## src/rtl/osnt_rx_stamp_insert_pkg.sv

```systemverilog
// Shared definitions for the RX arrival-timestamp inserter.
// TUSER field layout, default widths and FSM states.
package osnt_rx_stamp_insert_pkg;

  localparam int DATA_W  = 256;
  localparam int USER_W  = 128;
  localparam int TS_W    = 64;
  localparam int TS_OFF  = 32;

  localparam int LEN_OFF = 0;
  localparam int SPT_OFF = 16;
  localparam int DPT_OFF = 24;

  typedef enum logic {
    SOF    = 1'b0,
    IN_PKT = 1'b1
  } rx_state_e;

endpackage

```

## src/rtl/osnt_rx_stamp_insert_if.sv

```systemverilog
// AXI4-Stream bundle used on both sides of the stamp inserter.
// master drives payload/valid, slave drives ready.
interface osnt_rx_stamp_insert_if
  import osnt_rx_stamp_insert_pkg::*;
#(
  parameter int DW = DATA_W,
  parameter int UW = USER_W
);

  logic [DW-1:0]   tdata;
  logic [DW/8-1:0] tstrb;
  logic [UW-1:0]   tuser;
  logic            tvalid;
  logic            tready;
  logic            tlast;

  modport master (
    output tdata,
    output tstrb,
    output tuser,
    output tvalid,
    output tlast,
    input  tready
  );

  modport slave (
    input  tdata,
    input  tstrb,
    input  tuser,
    input  tvalid,
    input  tlast,
    output tready
  );

endinterface

```

## src/rtl/osnt_rx_stamp_insert_reg_slice.sv

```systemverilog
// Two-entry skid register: 1-cycle latency, full throughput,
// ready is a pure flop so no combinational path crosses it.
module osnt_rx_stamp_insert_reg_slice #(
  parameter int W = 8
) (
  input  logic         clk,
  input  logic         rst_n,
  input  logic         s_valid,
  output logic         s_ready,
  input  logic [W-1:0] s_data,
  output logic         m_valid,
  input  logic         m_ready,
  output logic [W-1:0] m_data
);

  logic [W-1:0] main_q, main_d;
  logic [W-1:0] skid_q, skid_d;
  logic         main_vld_q, main_vld_d;
  logic         skid_vld_q, skid_vld_d;
  logic         rdy_q, rdy_d;
  logic         in_fire;
  logic         out_fire;

  assign in_fire  = s_valid & rdy_q;
  assign out_fire = main_vld_q & m_ready;

  assign s_ready = rdy_q;
  assign m_valid = main_vld_q;
  assign m_data  = main_q;

  always_comb begin
    main_d     = main_q;
    skid_d     = skid_q;
    main_vld_d = main_vld_q;
    skid_vld_d = skid_vld_q;
    if (skid_vld_q) begin
      if (out_fire) begin
        main_d     = skid_q;
        skid_vld_d = 1'b0;
      end
    end else if (in_fire) begin
      if (!main_vld_q || out_fire) begin
        main_d     = s_data;
        main_vld_d = 1'b1;
      end else begin
        skid_d     = s_data;
        skid_vld_d = 1'b1;
      end
    end else if (out_fire) begin
      main_vld_d = 1'b0;
    end
    rdy_d = ~skid_vld_d;
  end

  always_ff @(posedge clk) begin
    if (!rst_n) begin
      main_vld_q <= 1'b0;
      skid_vld_q <= 1'b0;
      rdy_q      <= 1'b0;
    end else begin
      main_vld_q <= main_vld_d;
      skid_vld_q <= skid_vld_d;
      rdy_q      <= rdy_d;
    end
  end

  always_ff @(posedge clk) begin
    main_q <= main_d;
    skid_q <= skid_d;
  end

endmodule

```

## src/rtl/osnt_rx_stamp_insert.sv

```systemverilog
// Writes the arrival time of each packet's first beat into TUSER.
// OSNT_STAMP_PKT_CNT_EN adds the pkt_cnt stamped-packet counter.
module osnt_rx_stamp_insert
  import osnt_rx_stamp_insert_pkg::*;
#(
  parameter int C_M_AXIS_DATA_WIDTH  = DATA_W,
  parameter int C_S_AXIS_TUSER_WIDTH = USER_W,
  parameter int TIMESTAMP_WIDTH      = TS_W,
  parameter int TS_OFFSET            = TS_OFF
) (
  input  logic                       axi_aclk,
  input  logic                       axi_resetn,
  input  logic [TIMESTAMP_WIDTH-1:0] stamp_counter,
  input  logic                       stamp_en,
  osnt_rx_stamp_insert_if.slave      s_axis,
  osnt_rx_stamp_insert_if.master     m_axis
`ifdef OSNT_STAMP_PKT_CNT_EN
  ,
  output logic [31:0]                pkt_cnt
`endif
);

  localparam int DW = C_M_AXIS_DATA_WIDTH;
  localparam int SW = DW / 8;
  localparam int UW = C_S_AXIS_TUSER_WIDTH;
  localparam int TW = TIMESTAMP_WIDTH;
`ifdef OSNT_STAMP_PKT_CNT_EN
  localparam int FW = 1;
`else
  localparam int FW = 0;
`endif
  localparam int PW = DW + SW + UW + 1 + FW;

  rx_state_e     state_q, state_d;
  logic [TW-1:0] ts_hold_q, ts_hold_d;
  logic          ts_held_q, ts_held_d;
  logic          in_fire;
  logic          sof;
  logic [TW-1:0] stamp;
  logic [UW-1:0] user_ins;
  logic [PW-1:0] s_pay;
  logic [PW-1:0] m_pay;

  assign in_fire = s_axis.tvalid & s_axis.tready;
  assign sof     = (state_q == SOF);

  always_comb begin
    state_d   = state_q;
    ts_hold_d = ts_hold_q;
    ts_held_d = ts_held_q;
    unique case (state_q)
      SOF: begin
        if (s_axis.tvalid && !ts_held_q) begin
          ts_hold_d = stamp_counter;
          ts_held_d = 1'b1;
        end
        if (in_fire) begin
          ts_held_d = 1'b0;
          if (!s_axis.tlast) state_d = IN_PKT;
        end
      end
      IN_PKT: begin
        if (in_fire && s_axis.tlast) state_d = SOF;
      end
    endcase
  end

  always_ff @(posedge axi_aclk) begin
    if (!axi_resetn) begin
      state_q   <= SOF;
      ts_held_q <= 1'b0;
    end else begin
      state_q   <= state_d;
      ts_held_q <= ts_held_d;
    end
  end

  always_ff @(posedge axi_aclk) begin
    ts_hold_q <= ts_hold_d;
  end

  // Beat accepted on its first valid cycle has no held value yet.
  assign stamp = ts_held_q ? ts_hold_q : stamp_counter;

  always_comb begin
    user_ins = s_axis.tuser;
    if (sof && stamp_en) user_ins[TS_OFFSET +: TW] = stamp;
  end

`ifdef OSNT_STAMP_PKT_CNT_EN
  assign s_pay = {sof & stamp_en, s_axis.tlast, user_ins,
                  s_axis.tstrb, s_axis.tdata};
`else
  assign s_pay = {s_axis.tlast, user_ins,
                  s_axis.tstrb, s_axis.tdata};
`endif

  osnt_rx_stamp_insert_reg_slice #(
    .W (PW)
  ) u_slice (
    .clk     (axi_aclk),
    .rst_n   (axi_resetn),
    .s_valid (s_axis.tvalid),
    .s_ready (s_axis.tready),
    .s_data  (s_pay),
    .m_valid (m_axis.tvalid),
    .m_ready (m_axis.tready),
    .m_data  (m_pay)
  );

  assign m_axis.tdata = m_pay[DW-1:0];
  assign m_axis.tstrb = m_pay[DW +: SW];
  assign m_axis.tuser = m_pay[DW+SW +: UW];
  assign m_axis.tlast = m_pay[DW+SW+UW];

`ifdef OSNT_STAMP_PKT_CNT_EN
  logic [31:0] cnt_q, cnt_d;

  // Counts stamped packets as they leave, wrapping naturally.
  always_comb begin
    cnt_d = cnt_q;
    if (m_axis.tvalid && m_axis.tready && m_pay[PW-1])
      cnt_d = cnt_q + 32'd1;
  end

  always_ff @(posedge axi_aclk) begin
    if (!axi_resetn) cnt_q <= 32'd0;
    else             cnt_q <= cnt_d;
  end

  assign pkt_cnt = cnt_q;
`endif

endmodule
```

## src/flat_wrapper.sv

```systemverilog
// flat-port wrapper written by rule: the top's interface ports become plain ports
module osnt_rx_stamp_insert_flat import osnt_rx_stamp_insert_pkg::*;
#(
  parameter int C_M_AXIS_DATA_WIDTH  = DATA_W,
  parameter int C_S_AXIS_TUSER_WIDTH = USER_W,
  parameter int TIMESTAMP_WIDTH      = TS_W,
  parameter int TS_OFFSET            = TS_OFF
)
  (axi_aclk, axi_resetn, stamp_counter, stamp_en, s_axis_tdata, s_axis_tstrb, s_axis_tuser, s_axis_tvalid, s_axis_tlast, s_axis_tready, m_axis_tdata, m_axis_tstrb, m_axis_tuser, m_axis_tvalid, m_axis_tlast, m_axis_tready);
  osnt_rx_stamp_insert_if s_axis_i ();
  osnt_rx_stamp_insert_if m_axis_i ();
  input  logic axi_aclk;
  input  logic axi_resetn;
  input  logic [TIMESTAMP_WIDTH-1:0] stamp_counter;
  input  logic stamp_en;
  input wire logic [$bits(s_axis_i.tdata)-1:0] s_axis_tdata;
  input wire logic [$bits(s_axis_i.tstrb)-1:0] s_axis_tstrb;
  input wire logic [$bits(s_axis_i.tuser)-1:0] s_axis_tuser;
  input wire logic [$bits(s_axis_i.tvalid)-1:0] s_axis_tvalid;
  input wire logic [$bits(s_axis_i.tlast)-1:0] s_axis_tlast;
  output wire logic [$bits(s_axis_i.tready)-1:0] s_axis_tready;
  output wire logic [$bits(m_axis_i.tdata)-1:0] m_axis_tdata;
  output wire logic [$bits(m_axis_i.tstrb)-1:0] m_axis_tstrb;
  output wire logic [$bits(m_axis_i.tuser)-1:0] m_axis_tuser;
  output wire logic [$bits(m_axis_i.tvalid)-1:0] m_axis_tvalid;
  output wire logic [$bits(m_axis_i.tlast)-1:0] m_axis_tlast;
  input wire logic [$bits(m_axis_i.tready)-1:0] m_axis_tready;
  assign s_axis_i.tdata = s_axis_tdata;
  assign s_axis_i.tstrb = s_axis_tstrb;
  assign s_axis_i.tuser = s_axis_tuser;
  assign s_axis_i.tvalid = s_axis_tvalid;
  assign s_axis_i.tlast = s_axis_tlast;
  assign s_axis_tready = s_axis_i.tready;
  assign m_axis_tdata = m_axis_i.tdata;
  assign m_axis_tstrb = m_axis_i.tstrb;
  assign m_axis_tuser = m_axis_i.tuser;
  assign m_axis_tvalid = m_axis_i.tvalid;
  assign m_axis_tlast = m_axis_i.tlast;
  assign m_axis_i.tready = m_axis_tready;
  osnt_rx_stamp_insert #(.C_M_AXIS_DATA_WIDTH(C_M_AXIS_DATA_WIDTH), .C_S_AXIS_TUSER_WIDTH(C_S_AXIS_TUSER_WIDTH), .TIMESTAMP_WIDTH(TIMESTAMP_WIDTH), .TS_OFFSET(TS_OFFSET)) u_core (.axi_aclk(axi_aclk), .axi_resetn(axi_resetn), .stamp_counter(stamp_counter), .stamp_en(stamp_en), .s_axis(s_axis_i), .m_axis(m_axis_i));
endmodule
```

## config.mk

```make
export PLATFORM = sky130hd
export DESIGN_NAME = osnt_rx_stamp_insert_flat
export DESIGN_NICKNAME = d
export VERILOG_FILES = /design/src/rtl/osnt_rx_stamp_insert_pkg.sv /design/src/rtl/osnt_rx_stamp_insert_if.sv /design/src/rtl/osnt_rx_stamp_insert_reg_slice.sv /design/src/rtl/osnt_rx_stamp_insert.sv /design/src/flat_wrapper.sv
export SDC_FILE = /design/constraint.sdc
export NUM_CORES = 1
export LEC_CHECK = 0
export ABC_AREA = 1
export BUFFER_PORTS_ARGS = -buffer_cell sky130_fd_sc_hd__buf_2
export CAP_MARGIN = 20
export CORE_ASPECT_RATIO = 1.2
export CORE_MARGIN = 2
export CORE_UTILIZATION = 25
export CTS_CLUSTER_SIZE = 20
export DETAILED_ROUTE_END_ITERATION = 8
export SLEW_MARGIN = 10
export SYNTH_ARGS = -nofsm -noshare
export SYNTH_HDL_FRONTEND = slang
export SYNTH_SLANG_ARGS = --single-unit
```

## constraint.sdc

```tcl
create_clock -name axi_aclk -period 35.2 [get_ports axi_aclk]
set_clock_uncertainty 0.15 [all_clocks]
set_input_delay 0 -clock axi_aclk [delete_from_list [all_inputs] [get_ports axi_aclk]]
set_output_delay 0 -clock axi_aclk [all_outputs]
set_load 0.03 [all_outputs]
```

; Word level (Yosys, flattened, before mapping)
; Cells that the tools add are included.
; W data, S select, Z words.
[word_totals]
in_bits = 486
ff_bits = 903
[op_classes]
bitwise = 6
n_reduce_logical = 15
n_eq_ne = 2
n_mux = 19
[ops]
columns = op, count
row1 = $mux W417, 4
row2 = $mux W64, 2
row3 = $mux W1, 12
row4 = $reduce_and A3 Y1, 3
row5 = $reduce_bool A2 Y1, 4
row6 = $not A1 Y1, 4
row7 = $reduce_and A2 Y1, 2
row8 = $logic_and A1 B1 Y1, 3
row9 = $and A1 B1 Y1, 2
row10 = $logic_not A1 Y1, 2
row11 = $ne A2 B1 Y1 const B, 1
row12 = $ne A2 B2 Y1 const B, 1
row13 = $pmux W1 S2, 1
row14 = $logic_or A1 B1 Y1, 1

; Longest topological paths before layout
[depth]
depth_word = 6
ltp_mapped = 7
ltp_nobuf = 5

; By module
; Synthesis repeated with hierarchy kept, for this count alone.
[unflattened]
hier_cells = 2689
area_unflattened_um2 = 34267.9
[by_module_without_submodules]
columns = module, area_per_inst_um2, instances, cells_each
row1 = osnt_rx_stamp_insert_reg_slice, 30616.9, 1, 2199
row2 = osnt_rx_stamp_insert, 3651.0, 1, 490

; Worst setup path after synthesis
; OpenSTA, ideal clock, no wires.
[synth_timing]
path_type = register to register
from = reg u_core.u_slice.rdy_q (netlist: u_core.u_slice.s_ready)
to = reg u_core.u_slice.main_q[0] (netlist: u_core.u_slice.m_data[0]), enable pin
synth_period_minus_slack_ns = 22.256
setup_slack_ns = 12.944
path_stages_with_launch = 5
arrival_ns = 20.770
setup_time_ns = 1.336
path_buffers = 0
required_ns = 33.714
path_cell_list = dfxtp_1 -> nand2_1 -> nor2_1 -> inv_1 -> a21oi_1
[synth_between]
elab_chain_cells = 3
[synth_lines]
columns = element, line
row1 = "start, declared", osnt_rx_stamp_insert_reg_slice.sv:20  ; logic rdy_q, rdy_d;
row2 = "start signal, assigned", osnt_rx_stamp_insert_reg_slice.sv:63  ; rdy_q <= rdy_d;
row3 = $and A1 B1 Y1, osnt_rx_stamp_insert_reg_slice.sv:24  ; assign in_fire = s_valid & rdy_q;
row4 = $reduce_bool A2 Y1 (no line), n/a
row5 = $reduce_and A3 Y1 (no line), n/a
row6 = "end signal, assigned", osnt_rx_stamp_insert_reg_slice.sv:68  ; main_q <= main_d;
row7 = "end, declared", osnt_rx_stamp_insert_reg_slice.sv:16  ; logic [W-1:0] main_q, main_d;
; Every way passes these cells.
; A chain may end at the register's enable or synchronous reset.

; Worst setup path in the final report
[layout_timing]
from = reg u_core.u_slice.skid_vld_q
to = reg u_core.u_slice.skid_q[266], enable pin
[layout_between]
elab_chain_cells = 2
[layout_lines]
columns = element, line
row1 = "start, declared", osnt_rx_stamp_insert_reg_slice.sv:19  ; logic skid_vld_q, skid_vld_d;
row2 = "start signal, assigned", osnt_rx_stamp_insert_reg_slice.sv:62  ; skid_vld_q <= skid_vld_d;
row3 = $not A1 Y1 (no line), n/a
row4 = $reduce_and A3 Y1 (no line), n/a
row5 = "end signal, assigned", osnt_rx_stamp_insert_reg_slice.sv:69  ; skid_q <= skid_d;
row6 = "end, declared", osnt_rx_stamp_insert_reg_slice.sv:17  ; logic [W-1:0] skid_q, skid_d;
; Every way passes these cells.

==> impl_metrics.py <==
metrics = {
    "power_and_ir_drop": {
        "net_switching_power_uw": 609,
        "share_clk_of_total_power": 0.385,
        "max-vdd-ir-drop_uv": 43.5,
        "static-leakage-power_nw": 21.8,
        "p_int_mw": 1.88,
        "combinationalPowerShare": 0.116,
        "power.density_nw_per_um2": 47.1,
        "share_seq_of_total_power": 0.499,
        "power_switching_share": 0.245,
    },
    "logic_synthesis": {
        "yosys_warning_count": 0,
        "sequential_cell_area_fraction_in_the_yosys_report": 0.790,
        "simple_gate_share_of_the_synthesized_area": 0.183,
        "yosys_register_bits": 903,
        "syn_avg_cell_area_um2": 12.8,
        "synth_xor_area_frac": 0,
        "synth.lib_cells_used.distinct": 17,
        "mux_share_of_post_synthesis_cell_area": 0,
        "mappedNetlistArea_um2": 34300,
        "synth-adder-area-share": 0,
        "synth_compound_area_frac": 0.00146,
        "post_synth_inst_count": 2686,
        "mappedNetlistNets": 3172,
        "main_combinational_cell_family_by_area_after_synthesis": "simple AND/OR/NAND/NOR gates",
    },
    "timing": {
        "final.period_utilization": 0.154,
        "max_freq_mhz": 185,
        "setup_viol": 0,
        "hold_viol_final": 0,
        "setup_slack_ns": 29.79,
        "rsz0062_at_grt": "no",
        "tightestPinTransition_ns": 1.30,
        "fin_tns_setup_ns": 0,
        "fin_crit_ns": 5.41,
        "finalMaxSlewViolations": 0,
        "maxSlewHeadroom": 0.130,
    },
    "placed_design": {
        "dp_hpwl_um": 71700,
        "portBuffers": 904,
        "gp_congestion": 0.873,
        "pre_cts_slack_ns": 29.81,
    },
    "global_route": {
        "groute.usage.overall": 0.157,
        "grt_start_max_net_pins": 130,
        "grt_antenna_before_repair": 38,
        "grt_first_pass_wirelength_um": 168000,
        "via_count_of_the_first_global_routing_pass": 27900,
        "global_route_overflow": 0,
    },
    "drt": {
        "post-route-drc-count": 0,
        "via_per_inst": 4.24,
        "drt-wirelength-per-cell_um": 17.9,
        "via_count": 27100,
        "detail_route.wirelength_um": 114000,
        "antenna_violating_nets_post_route": 0,
        "drtPass1Iterations": 6,
        "first_iter_violations": 1918,
    },
    "die": {
        "pin_count": 905,
        "rows": 148,
        "placeable_core_region_um2": 136000,
        "die_height_um": 409,
        "horizontal_die_dimension_um": 342,
        "initial_utilization": 0.252,
        "design.die.area_um2": 140000,
    },
    "worst_setup_path": {
        "critical_path.endpoint": "u_core.u_slice.skid_q[266]$_DFFE_PP_",
        "worst_setup_path_end_kind": "flop",
        "timing.critical_path.required_ns": 35.34,
        "crit_path_start_kind": "flop",
        "ff2ff_path_depth": 7,
        "worstReg2RegEnd": "u_core.u_slice.skid_q[266]$_DFFE_PP_",
        "setup.worst_path.class": "flop to flop",
        "critical_path_peak_fanout": 129,
        "timing.critical_path.from": "u_core.u_slice.skid_vld_q$_SDFF_PN0_",
        "critical_path.reg2reg.startpoint": "u_core.u_slice.skid_vld_q$_SDFF_PN0_",
        "critical_path_arrival_ns": 5.55,
        "setup.reg_to_reg.worst_slack_ns": 29.79,
    },
    "outcome": {
        "run_status": "finished, final reports clean",
    },
    "final_layout": {
        "nNetsFinal": 4988,
        "multi_input_combinational_cell_area_um2": 6330,
        "mostFrequentLayoutCell": "sky130_fd_sc_hd__nand2_1",
        "nFillCells": 12500,
        "synth_to_layout_area_growth_pct": 54.1,
        "drive_gt1_frac": 0.233,
        "commonest_cells_after_routing_fill_and_taps_aside": "sky130_fd_sc_hd__nand2_1 (1382), sky130_fd_sc_hd__dlygate4sd3_1 (912), sky130_fd_sc_hd__buf_2 (904)",
        "ff_latch_area_um2": 27100,
    },
    "clock_tree": {
        "post-cts-setup-buffer-count": 0,
        "tritoncts.num_buffers": 92,
        "clock_tree_from_tritoncts": "done",
        "worst_case_clock_buffer_depth": 3,
        "cts_hold_repair.buffers": 912,
        "worstSkewPairLatency_ns": 0.70,
        "clockRootBuffer": "sky130_fd_sc_hd__clkbuf_16",
        "cts-htree-levels": 3,
        "cts.reportedPaths.clkPinSlew_ns": 0.06,
        "cts_resized": 0,
        "clock-sinks": 903,
    },
    "hold_path": {
        "hp-class": "primary input to flop",
    },
    "run": {
        "maxCapViolCount": 0,
    },
}
## stage by stage
step	hold WS, ns	utilization	area (µm²)	instances	power (mW)
floorplan	-0.0511	-	34300	2686	1.40
global placement	0.0405	0.300	40700	5296	1.46
detailed placement	0.0420	0.300	40700	5296	1.47
CTS	0.000571	0.388	52700	6371	2.51
global route	0.0122	0.389	52800	6387	2.57
finish	0.0484	0.389	52800	6391	2.49
## power by group through the flow
stage	sequential, mW	clock [mW]	combinational, mW
finish	1.24	0.958	0.289
global route	1.24	1.02	0.311
CTS	1.24	0.980	0.286
detailed placement	1.26	0	0.204
global placement	1.26	0	0.201
floorplan	1.33	0	0.0642
## flip-flops by register name, summed over array words and instances, names as in the netlist, named ones only
signal,cells
u_core.u_slice.m_data,417
u_core.u_slice.skid_q,417
u_core.ts_hold_q,64
u_core.ts_held_q,1
u_core.u_slice.m_valid,1
u_core.u_slice.s_ready,1
u_core.u_slice.skid_vld_q,1
## cell type report
type | count | share of cell area
Timing Repair Buffer | 1841 | 0.263
Sequential cell | 903 | 0.513
Inverter | 74 | 0.00555
Clock inverter | 52 | 0.0104
Tap cell | 1800 | 0.0427
Antenna cell | 20 | 0.000948
Multi-Input combinational cell | 1590 | 0.120
Clock buffer | 111 | 0.0450
## worst min-delay path by stage
stage	start	endpoint	slack [ns]	cells after the start
detailed placement	s_axis_tuser[24]	u_core.u_slice.skid_q[312]$_DFFE_PP_	0.04	1
global placement	s_axis_tuser[17]	u_core.u_slice.skid_q[305]$_DFFE_PP_	0.04	1
floorplan	stamp_counter[0]	u_core.ts_hold_q[0]$_DFFE_PP_	-0.05	0
CTS	s_axis_tuser[17]	u_core.u_slice.m_data[305]$_DFFE_PP_	0.0006	4
finish	s_axis_tdata[233]	u_core.u_slice.m_data[233]$_DFFE_PP_	0.05	4
global route	s_axis_tdata[118]	u_core.u_slice.m_data[118]$_DFFE_PP_	0.01	4
## cell families (layout without fill, tap and decap cells)
logic type	count (synthesis)	count (layout)
AND/OR/NAND/NOR	1580	1580
flip-flops	903	903
buffers and inverters	193	2078
AO/OA/AOI/OAI	10	10
other	0	20
## Yosys cell counts, drive strengths merged
| cell | number | area (µm²) |
|---|---|---|
| clkbuf | 32 | 120 |
| nand3 | 128 | 641 |
| a21oi | 5 | 25.0 |
| nand2 | 1383 | 5190 |
| and2 | 64 | 400 |
| edfxtp | 898 | 27000 |
| dfxtp | 5 | 100 |
| o21ai | 5 | 25.0 |
| buf | 87 | 478 |
| nor2 | 5 | 26.3 |
| inv | 74 | 278 |
## layer usage
metal	GRT usage	up-vias	share of wire
li1	-	12700	-
met1	0.185	12900	0.38
met2	0.266	1249	0.49
met3	0.0423	274	0.085
met4	0.0726	32	0.044
met5	0	-	0.0019
## critical path: stages (launching register included)
cell and delay [ns]:
sky130_fd_sc_hd__dfxtp_4 0.54, sky130_fd_sc_hd__nor2_1 0.24, sky130_fd_sc_hd__nand2_1 0.19, sky130_fd_sc_hd__inv_8 0.44
sky130_fd_sc_hd__buf_12 0.38, sky130_fd_sc_hd__buf_4 0.89, sky130_fd_sc_hd__buf_4 0.86, sky130_fd_sc_hd__buf_4 0.74
No activity file was read; power rests on OpenSTA's default activity.
